### src/rtl/key_onehot_if.sv
// Key-scanner bus: raw key lines in, debounced one-hot code and status out.
// Latency is set by the attached block; there is no backpressure because the consumer samples levels and pulses.
interface key_onehot_if;
    logic [7:0] key;
    logic [7:0] onehot;
    logic       valid;
    logic       busy;
    logic       multi;

    modport master (output key, input onehot, valid, busy, multi);
    modport slave  (input key, output onehot, valid, busy, multi);
endinterface

### src/rtl/key_onehot.sv
// Key debouncer and one-hot encoder: 2-flop sync, stability counter, and an IDLE/HOLD/WAITREL latch FSM.
// Press and release latency is DEB_CYCLES+3 clocks; there is no backpressure, and valid is a single-cycle pulse.
module key_onehot #(
    parameter int DEB_CYCLES = 4
) (
    input  logic          clk,
    input  logic          rst,
    key_onehot_if.slave   bus
);
    typedef enum logic [1:0] {IDLE, HOLD, WAITREL} state_t;

    localparam logic [7:0] CNT_MAX  = 8'(DEB_CYCLES - 1);
    localparam logic [7:0] CNT_LOAD = 8'(DEB_CYCLES - 2);

    logic [7:0] s1, s2;
    logic [7:0] prev, cnt, stab;
    logic [7:0] acc;
    logic [7:0] onehot_q;
    logic       valid_q, busy_q, multi_q;
    state_t     state;

    logic [7:0] lowbit;
    logic       many;

    assign bus.onehot = onehot_q;
    assign bus.valid  = valid_q;
    assign bus.busy   = busy_q;
    assign bus.multi  = multi_q;

    always_ff @(posedge clk or posedge rst) begin
        if (rst) begin
            s1 <= '0;
            s2 <= '0;
        end else begin
            s1 <= bus.key;
            s2 <= s1;
        end
    end

    // Any single-bit difference from the previous sample restarts the stability window.
    always_ff @(posedge clk or posedge rst) begin
        if (rst) begin
            prev <= '0;
            cnt  <= '0;
            stab <= '0;
        end else begin
            prev <= s2;
            if (s2 != prev) begin
                cnt <= '0;
            end else begin
                if (cnt != CNT_MAX)
                    cnt <= cnt + 8'd1;
                if (cnt == CNT_LOAD)
                    stab <= s2;
            end
        end
    end

    // Two's-complement trick isolates the lowest set bit; clearing it reveals whether more remain.
    always_comb begin
        lowbit = stab & (~stab + 8'd1);
        many   = |(stab & (stab - 8'd1));
    end

    always_ff @(posedge clk or posedge rst) begin
        if (rst) begin
            state    <= IDLE;
            acc      <= '0;
            onehot_q <= '0;
            valid_q  <= 1'b0;
            busy_q   <= 1'b0;
            multi_q  <= 1'b0;
        end else begin
            valid_q <= 1'b0;
            case (state)
                IDLE: begin
                    if (stab != 8'd0) begin
                        state    <= HOLD;
                        acc      <= stab;
                        onehot_q <= lowbit;
                        valid_q  <= 1'b1;
                        busy_q   <= 1'b1;
                        multi_q  <= many;
                    end
                end
                HOLD: begin
                    if (stab == 8'd0) begin
                        state    <= IDLE;
                        onehot_q <= '0;
                        busy_q   <= 1'b0;
                        multi_q  <= 1'b0;
                    end else if (stab != acc) begin
                        state <= WAITREL;
                    end
                end
                WAITREL: begin
                    if (stab == 8'd0) begin
                        state    <= IDLE;
                        onehot_q <= '0;
                        busy_q   <= 1'b0;
                        multi_q  <= 1'b0;
                    end
                end
                default: begin
                    state    <= IDLE;
                    onehot_q <= '0;
                    busy_q   <= 1'b0;
                    multi_q  <= 1'b0;
                end
            endcase
        end
    end
endmodule

### src/flat_wrapper.sv
// flat-port wrapper written by rule: the top's interface ports become plain ports
module key_onehot_flat 
#(
    parameter int DEB_CYCLES = 4
)
  (clk, rst, bus_key, bus_onehot, bus_valid, bus_busy, bus_multi);
  key_onehot_if bus_i ();
  input  logic clk;
  input  logic rst;
  input wire logic [$bits(bus_i.key)-1:0] bus_key;
  output wire logic [$bits(bus_i.onehot)-1:0] bus_onehot;
  output wire logic [$bits(bus_i.valid)-1:0] bus_valid;
  output wire logic [$bits(bus_i.busy)-1:0] bus_busy;
  output wire logic [$bits(bus_i.multi)-1:0] bus_multi;
  assign bus_i.key = bus_key;
  assign bus_onehot = bus_i.onehot;
  assign bus_valid = bus_i.valid;
  assign bus_busy = bus_i.busy;
  assign bus_multi = bus_i.multi;
  key_onehot #(.DEB_CYCLES(DEB_CYCLES)) u_core (.clk(clk), .rst(rst), .bus(bus_i));
endmodule
### config.mk
export PLATFORM = sky130hd
export DESIGN_NAME = key_onehot_flat
export DESIGN_NICKNAME = d
export VERILOG_FILES = /design/src/rtl/key_onehot_if.sv /design/src/rtl/key_onehot.sv /design/src/flat_wrapper.sv
export SDC_FILE = /design/constraint.sdc
export NUM_CORES = 1
export LEC_CHECK = 0
export BUFFER_PORTS_ARGS = -buffer_cell sky130_fd_sc_hd__buf_2
export CAP_MARGIN = 10
export CORE_MARGIN = 4
export CORE_UTILIZATION = 45
export CTS_BUF_LIST = sky130_fd_sc_hd__clkbuf_16
export CTS_CLUSTER_SIZE = 40
export DETAILED_ROUTE_END_ITERATION = 8
export PLACE_DENSITY = 0.65
export SYNTH_ARGS = -nofsm -noshare
export SYNTH_HDL_FRONTEND = slang
export SYNTH_SLANG_ARGS = --single-unit
### constraint.sdc
create_clock -name clk -period 1.7 [get_ports clk]
set_input_delay 0.255 -clock clk [delete_from_list [all_inputs] [get_ports clk]]
set_output_delay 0.255 -clock clk [all_outputs]
set_load 0.03 [all_outputs]
==> results.py, run 1 <==
metrics = {
    "clock_network": {
        "clockBufferDepth": 2,
        "clock_sinks": 61,
        "htreeDepth": 3,
        "insertion_delay_ns": 0.33,
        "tritoncts": "built",
        "clk_pin_slew_ns": 0.06,
        "cts_root_buf": "clkbuf_16",
        "cts_buffers": 9,
    },
    "placed_design": {
        "hpwlAfterDp_um": 2960,
        "io_buffers": 20,
        "dp_slack_ns": -0.119,
        "dp_cells": 315,
        "gp_congestion": 0.786,
    },
    "global_route": {
        "antenna_found_initial": 0,
        "grt_pass1_wl_um": 7680,
        "grt_use_total_pct": 14.1,
        "grt_max_degree": 46,
        "grt_pass1_vias": 1627,
        "grt_overflow_total": 0,
    },
    "power": {
        "power_density_mw_per_mm2": 1030,
        "p_sw_mw": 0.719,
        "ir_worst_vdd_uv": 962,
        "p_int_mw": 2.67,
        "power_frac_seq_pct": 44.3,
        "clkPwrFrac_pct": 53.4,
        "pwr-share-comb_pct": 2.3,
        "switching_share_pct": 21.2,
        "leakage_nw": 1.70,
    },
    "detailed_routing": {
        "highest_layer": "met4",
        "wirelength_um": 4270,
        "ant_nets": 0,
        "drtIter0Drc": 67,
        "wl_met3_um": 237,
        "wl_per_cell_um": 12.8,
        "drt-met1-wl_um": 1910,
        "vias": 1623,
        "viasPerCell": 4.87,
        "drcViolationCount": 0,
        "wl_met2_um": 2070,
        "first_pass_iters": 4,
    },
    "yosys": {
        "yosysUniqueCellTypes": 41,
        "syn_avg_cell_area_um2": 12.5,
        "synth_fp_nets": 220,
        "yosysTopAreaCell": "dfrtp_1",
        "synth_top_flop_cell": "dfrtp_1",
        "syn_area_mm2": 0.00257,
        "ys_top_cells_by_area": "dfrtp_1 (59%), xor2_1 (7.2%), mux2_4 (5.3%)",
        "synth-edff-count": 0,
        "synth_top_area_share_pct": 59.5,
        "yosysWarnings": 0,
        "ys_seq_area_share_pct": 59.5,
        "yosys_register_bits": 61,
        "postSynthCellCount": 205,
        "synthArstFlopShare_pct": 100,
    },
    "timing": {
        "holdWs_ns": 0.0282,
        "tightest_slew_ns": 0.400,
        "max_freq_ghz": 0.550,
        "rsz0062_at_grt": "yes",
        "skew_ns": 0.00518,
        "min_period_ns": 1.82,
        "setup_viol": 8,
        "slew_headroom_pct": 73.3,
        "layout_setup_ws_ns": -0.118,
        "tns_ns": -0.867,
        "drv_slew": 0,
        "finalCritPeriodShare_pct": 107,
        "hold_viol": 0,
    },
    "critical_path": {
        "crit_required_ns": 1.91,
        "cp_top_family": "simple AND/OR/NAND/NOR gates",
        "crit_slowest_cell": "or4_4",
        "critPathBufInv": 0,
        "end_kind": "flip-flop",
        "setup.worst_path.start_class": "flip-flop",
        "path_cells": "or4_4 > nor3_4 > nand2_2 > nor2_8 > mux2_4",
        "path_max_fanout": 8,
        "worstSetupPathType": "reg2reg",
        "max_stage_delay_ns": 0.54,
        "worstPathArrival_ns": 2.03,
    },
    "floorplan": {
        "die_x_um": 83.5,
        "start_util_pct": 46.6,
        "die_area_mm2": 0.00698,
        "core_mm2": 0.00551,
        "fp-row-count": 27,
        "ioPinCount": 21,
        "die_h_um": 83.5,
    },
    "final_layout": {
        "utilization_pct": 59.8,
        "diodes": 0,
        "area_delta_synth_final_pct": 28.2,
        "drive_above_1_share_pct": 35.6,
        "nets": 271,
        "finalNonFillerCells": 333,
    },
    "run_status": {
        "violations": "negative setup slack",
        "status": "complete, but fails checks",
    },
    "hold_path": {
        "hp-class": "in2reg",
    },
    "job": {
        "max_cap_violations": 0,
    },
}
cell type report:
cell class,count,area [µm²]
clock buffers,9,225
clock inverters,7,77.6
fillers,446,2220
inverters,6,26.3
multi-input cells,128,1000
flip-flops and latches,61,1530
well taps,72,90.1
repair buffers,50,340
flip-flops by register name, indices dropped and copies added, names as in the netlist:
name,flops
u_core.bus.multi,1
u_core.bus.onehot,8
u_core.state,2
u_core.s2,8
u_core.bus.valid,1
u_core.acc,8
u_core.prev,8
u_core.s1,8
u_core.cnt,8
u_core.bus.busy,1
u_core.stab,8
final timing paths:
check	cells after the start	slack (ns)	to	from
max	5	-0.12	u_core.stab[1]$_DFFE_PP0P_	u_core.cnt[4]$_DFFE_PP0P_
min	1	0.03	u_core.s1[2]$_DFF_PP0_	bus_key[2]
max reg2reg	5	-0.12	u_core.stab[1]$_DFFE_PP0P_	u_core.cnt[4]$_DFFE_PP0P_
min reg2reg	0	0.35	u_core.s2[5]$_DFF_PP0_	u_core.s1[5]$_DFF_PP0_
max in group asynchronous	4	0.69	u_core.stab[3]$_DFFE_PP0P_	rst
min in group asynchronous	3	0.47	u_core.acc[5]$_DFFE_PP0P_	rst
cells in the final DEF (no fill, tap or decap), types with 6 or more instances in the layout:
cell type and n:
buf_4 28, clkbuf_16 9, dfrtp_1 60, mux2_4 9, nand3_1 6, xor2_1 21, buf_2 20, nor2_1 10
nand2_1 24
cell families (layout without fill, tap and decap cells):
group | Yosys count | in the layout | synth area share [%]
mux | 13 | 13 | 6.97
compound gates | 21 | 21 | 6.04
simple gates | 65 | 65 | 14.0
flops | 61 | 61 | 59.5
xor+xnor | 23 | 23 | 7.85
fa+ha+maj | 6 | 6 | 2.83
buf+inv | 16 | 72 | 2.83
cell usage after synthesis, types with 2 or more instances:
cell type	number
nor2_1	10
nor2b_1	3
ha_1	5
mux2_2	2
inv_1	6
dfrtp_1	61
nand3_1	6
nor4_1	6
a22o_1	5
buf_2	3
xnor2_1	2
clkbuf_1	4
o21ai_0	5
nor3_1	5
nand2_1	25
a32o_1	3
xor2_1	21
mux2_4	9
a21oi_1	2
per-layer routing:
layer	GRT usage (%)	up-vias
met5	0	-
met4	4.39	0
met3	6.32	7
met2	22.7	33
met1	17.0	783
li1	-	800
worst reg2reg max path: stages (launching register included):
cell and delay (ns):
dfrtp_1 0.37, or4_4 0.54, nor3_4 0.14, nand2_2 0.11, nor2_8 0.20, mux2_4 0.33
power groups by stage:
stage               logic (mW)  clock network (mW)  registers (mW)
finish                  0.0789                1.81            1.50
global placement        0.0791                   0            1.52
floorplan               0.0414                   0            1.52
global route            0.0918                1.92            1.50
detailed placement      0.0802                   0            1.52
CTS                     0.0826                1.85            1.50
stage by stage:
stage	cell area, µm²	power (mW)
floorplan	2570	1.56
finish	3290	3.39
global route	3290	3.52
detailed placement	2930	1.60
global placement	2930	1.60
CTS	3260	3.43
timing repair:
item                       CTS  global route
pin swaps                    1             3
setup endpoints to repair    8            19
hold endpoints to repair    16             0
resized for setup            1             7
setup buffers                1             1
hold buffers                 1             0
Power figures use the tool's default switching activity.
==> run 2: changes to the inputs <==
--- a/config.mk
+++ b/config.mk
@@ -5,7 +5,7 @@
 export SDC_FILE = /design/constraint.sdc
 export NUM_CORES = 1
 export LEC_CHECK = 0
-export BUFFER_PORTS_ARGS = -buffer_cell sky130_fd_sc_hd__buf_2
+export BUFFER_PORTS_ARGS = -buffer_cell sky130_fd_sc_hd__clkbuf_2
 export CAP_MARGIN = 10
 export CORE_MARGIN = 4
 export CORE_UTILIZATION = 45
==> constraint.sdc (replaced) <==
create_clock -name clk -period 1.7 [get_ports clk]
set_input_delay 0.255 -clock clk [delete_from_list [all_inputs] [get_ports clk]]
set_output_delay 0.255 -clock clk [all_outputs]
set_load 0.01 [all_outputs]
==> run 2 against run 1 <==
Net effect: the run still ends with negative setup slack left; routed wire length increased by 1.1%; utilization increased by 0.59 points; critical path depth unchanged; sequential cell count unchanged; critical endpoint is now u_core.stab[5]$_DFFE_PP0P_; largest power group unchanged.
==> results.py, run 2 (synthesized netlist as in run 1, its figures left out) <==
metrics = {
    "run_status": {
        "status": "complete, but fails checks",
        "violations": "negative setup slack",
    },
    "timing": {
        "min_period_ns": 1.82,
        "rsz0062_at_grt": "yes",
        "tightest_slew_ns": 0.334,
        "finalCritPeriodShare_pct": 107,
        "layout_setup_ws_ns": -0.121,
        "max_freq_ghz": 0.549,
        "drv_slew": 0,
        "setup_viol": 8,
        "skew_ns": 0.00284,
        "hold_viol": 0,
        "slew_headroom_pct": 77.7,
    },
    "power": {
        "ir_worst_vdd_uv": 958,
        "p_total_mw": 3.39,
        "leakage_nw": 1.71,
        "power_density_mw_per_mm2": 1020,
    },
    "critical_path": {
        "setup.worst_path.start_class": "flip-flop",
        "crit_required_ns": 1.91,
        "end_kind": "flip-flop",
        "worstPathArrival_ns": 2.03,
        "ff2ff_path_depth": 5,
        "reg2reg_slack_ns": -0.12,
        "timing.rr.end": "u_core.stab[5]$_DFFE_PP0P_",
        "worstReg2RegStart": "u_core.cnt[4]$_DFFE_PP0P_",
        "worstSetupPathType": "reg2reg",
        "path_max_fanout": 8,
    },
    "final_layout": {
        "layout_commonest_cell": "dfrtp_1",
        "n_fill_cell": 432,
        "register_area_mm2": 0.00153,
        "final_cell_mix": "dfrtp_1 (61), buf_4 (30), nand2_1 (24)",
        "nets": 273,
        "multi_input_area_mm2": 0.00102,
        "diodes": 0,
        "area_delta_synth_final_pct": 29.4,
        "drive_above_1_share_pct": 36.5,
    },
    "floorplan": {
        "die_h_um": 83.5,
        "die_x_um": 83.5,
        "core_mm2": 0.00551,
        "fp-row-count": 27,
        "ioPinCount": 21,
        "die_area_mm2": 0.00698,
        "start_util_pct": 46.6,
    },
    "detailed_routing": {
        "first_pass_iters": 6,
        "drtIter0Drc": 32,
        "wl_per_cell_um": 12.9,
        "ant_nets": 0,
        "wirelength_um": 4320,
        "vias": 1636,
        "viasPerCell": 4.88,
        "drcViolationCount": 0,
    },
    "global_route": {
        "grt_overflow_total": 0,
        "antenna_found_initial": 0,
        "grt_use_total_pct": 14.1,
        "grt_pass1_wl_um": 7660,
        "grt_max_degree": 62,
        "grt_pass1_vias": 1710,
    },
    "placed_design": {
        "gp_congestion": 0.751,
        "hpwlAfterDp_um": 2960,
        "dp_slack_ns": -0.129,
        "io_buffers": 20,
    },
    "clock_network": {
        "cts_buffers": 9,
        "htreeDepth": 3,
        "clockBufferDepth": 2,
        "clk_pin_slew_ns": 0.05,
        "clock_sinks": 61,
        "tritoncts": "built",
        "insertion_delay_ns": 0.32,
        "cts_root_buf": "clkbuf_16",
    },
    "hold_path": {
        "min_path_cells": 1,
        "hp-class": "in2reg",
        "min_from": "bus_key[5]",
        "min_to": "u_core.s1[5]$_DFF_PP0_",
    },
    "job": {
        "max_cap_violations": 0,
    },
}
run 2: changes by cell type in the layout (fill, tap and decap cells not counted), sizes merged:
cell | previous run | this run
clkbuf | 9 | 29
buf | 49 | 31
clkinv | 1 | 2
clkinvlp | 2 | 1
run 2: routing by layer:
layer | GRT usage (%) | wire [µm] | vias up
li1 | - | - | 802
met1 | 16.3 | 1870 | 792
met2 | 22.8 | 2180 | 36
met3 | 6.52 | 229 | 6
met4 | 5.70 | 44 | 0
met5 | 0 | 0 | -
run 2: critical path, stage by stage (launching register included):
cell and delay (ns):
dfrtp_1 0.38, or4_4 0.55, nor3_4 0.14, nand2_2 0.11, nor2_8 0.20, mux2_4 0.32
run 2: worst max-delay path by stage:
stage                              startpoint                    endpoint  slack [ns]  cells past startpoint
floorplan           u_core.cnt[2]$_DFFE_PP0P_  u_core.stab[0]$_DFFE_PP0P_       -0.10                      5
global placement    u_core.cnt[4]$_DFFE_PP0P_  u_core.stab[4]$_DFFE_PP0P_       -0.08                      5
detailed placement  u_core.cnt[4]$_DFFE_PP0P_  u_core.stab[5]$_DFFE_PP0P_       -0.13                      5
CTS                 u_core.cnt[4]$_DFFE_PP0P_  u_core.stab[5]$_DFFE_PP0P_       -0.12                      5
global route        u_core.cnt[4]$_DFFE_PP0P_  u_core.stab[1]$_DFFE_PP0P_       -0.18                      5
finish              u_core.cnt[4]$_DFFE_PP0P_  u_core.stab[5]$_DFFE_PP0P_       -0.12                      5
run 2: stage by stage:
step	area (µm²)	hold WS (ns)	TNS (ns)	instances	util [%]
floorplan	2570	0.286	-0.816	205	-
global placement	2930	0.332	-0.657	315	53.3
detailed placement	2930	0.336	-1.01	315	53.3
CTS	3270	0.0162	-0.965	334	59.4
global route	3320	0.0130	-1.41	335	60.3
finish	3320	0.0345	-0.938	335	60.3
run 2: layout make-up:
type	instances	share of cell area, %
Sequential cell	61	45.9
Multi-Input combinational cell	128	30.7
Timing Repair Buffer	52	10.7
Clock buffer	9	6.78
Tap cell	72	2.71
Clock inverter	7	2.37
Inverter	6	0.791
run 2: power by group:
group          internal [mW]  switching [mW]
combinational         0.0343          0.0453
sequential              1.48          0.0154
clock                   1.15           0.658
run 2: what timing repair did:
item                       4_1_cts  5_1_grt
pin swaps                        1        3
buffers inserted                 2        2
hold endpoints to repair         2        0
setup endpoints to repair        8       15
hold buffers                     1        0
gates resized for setup          1        8
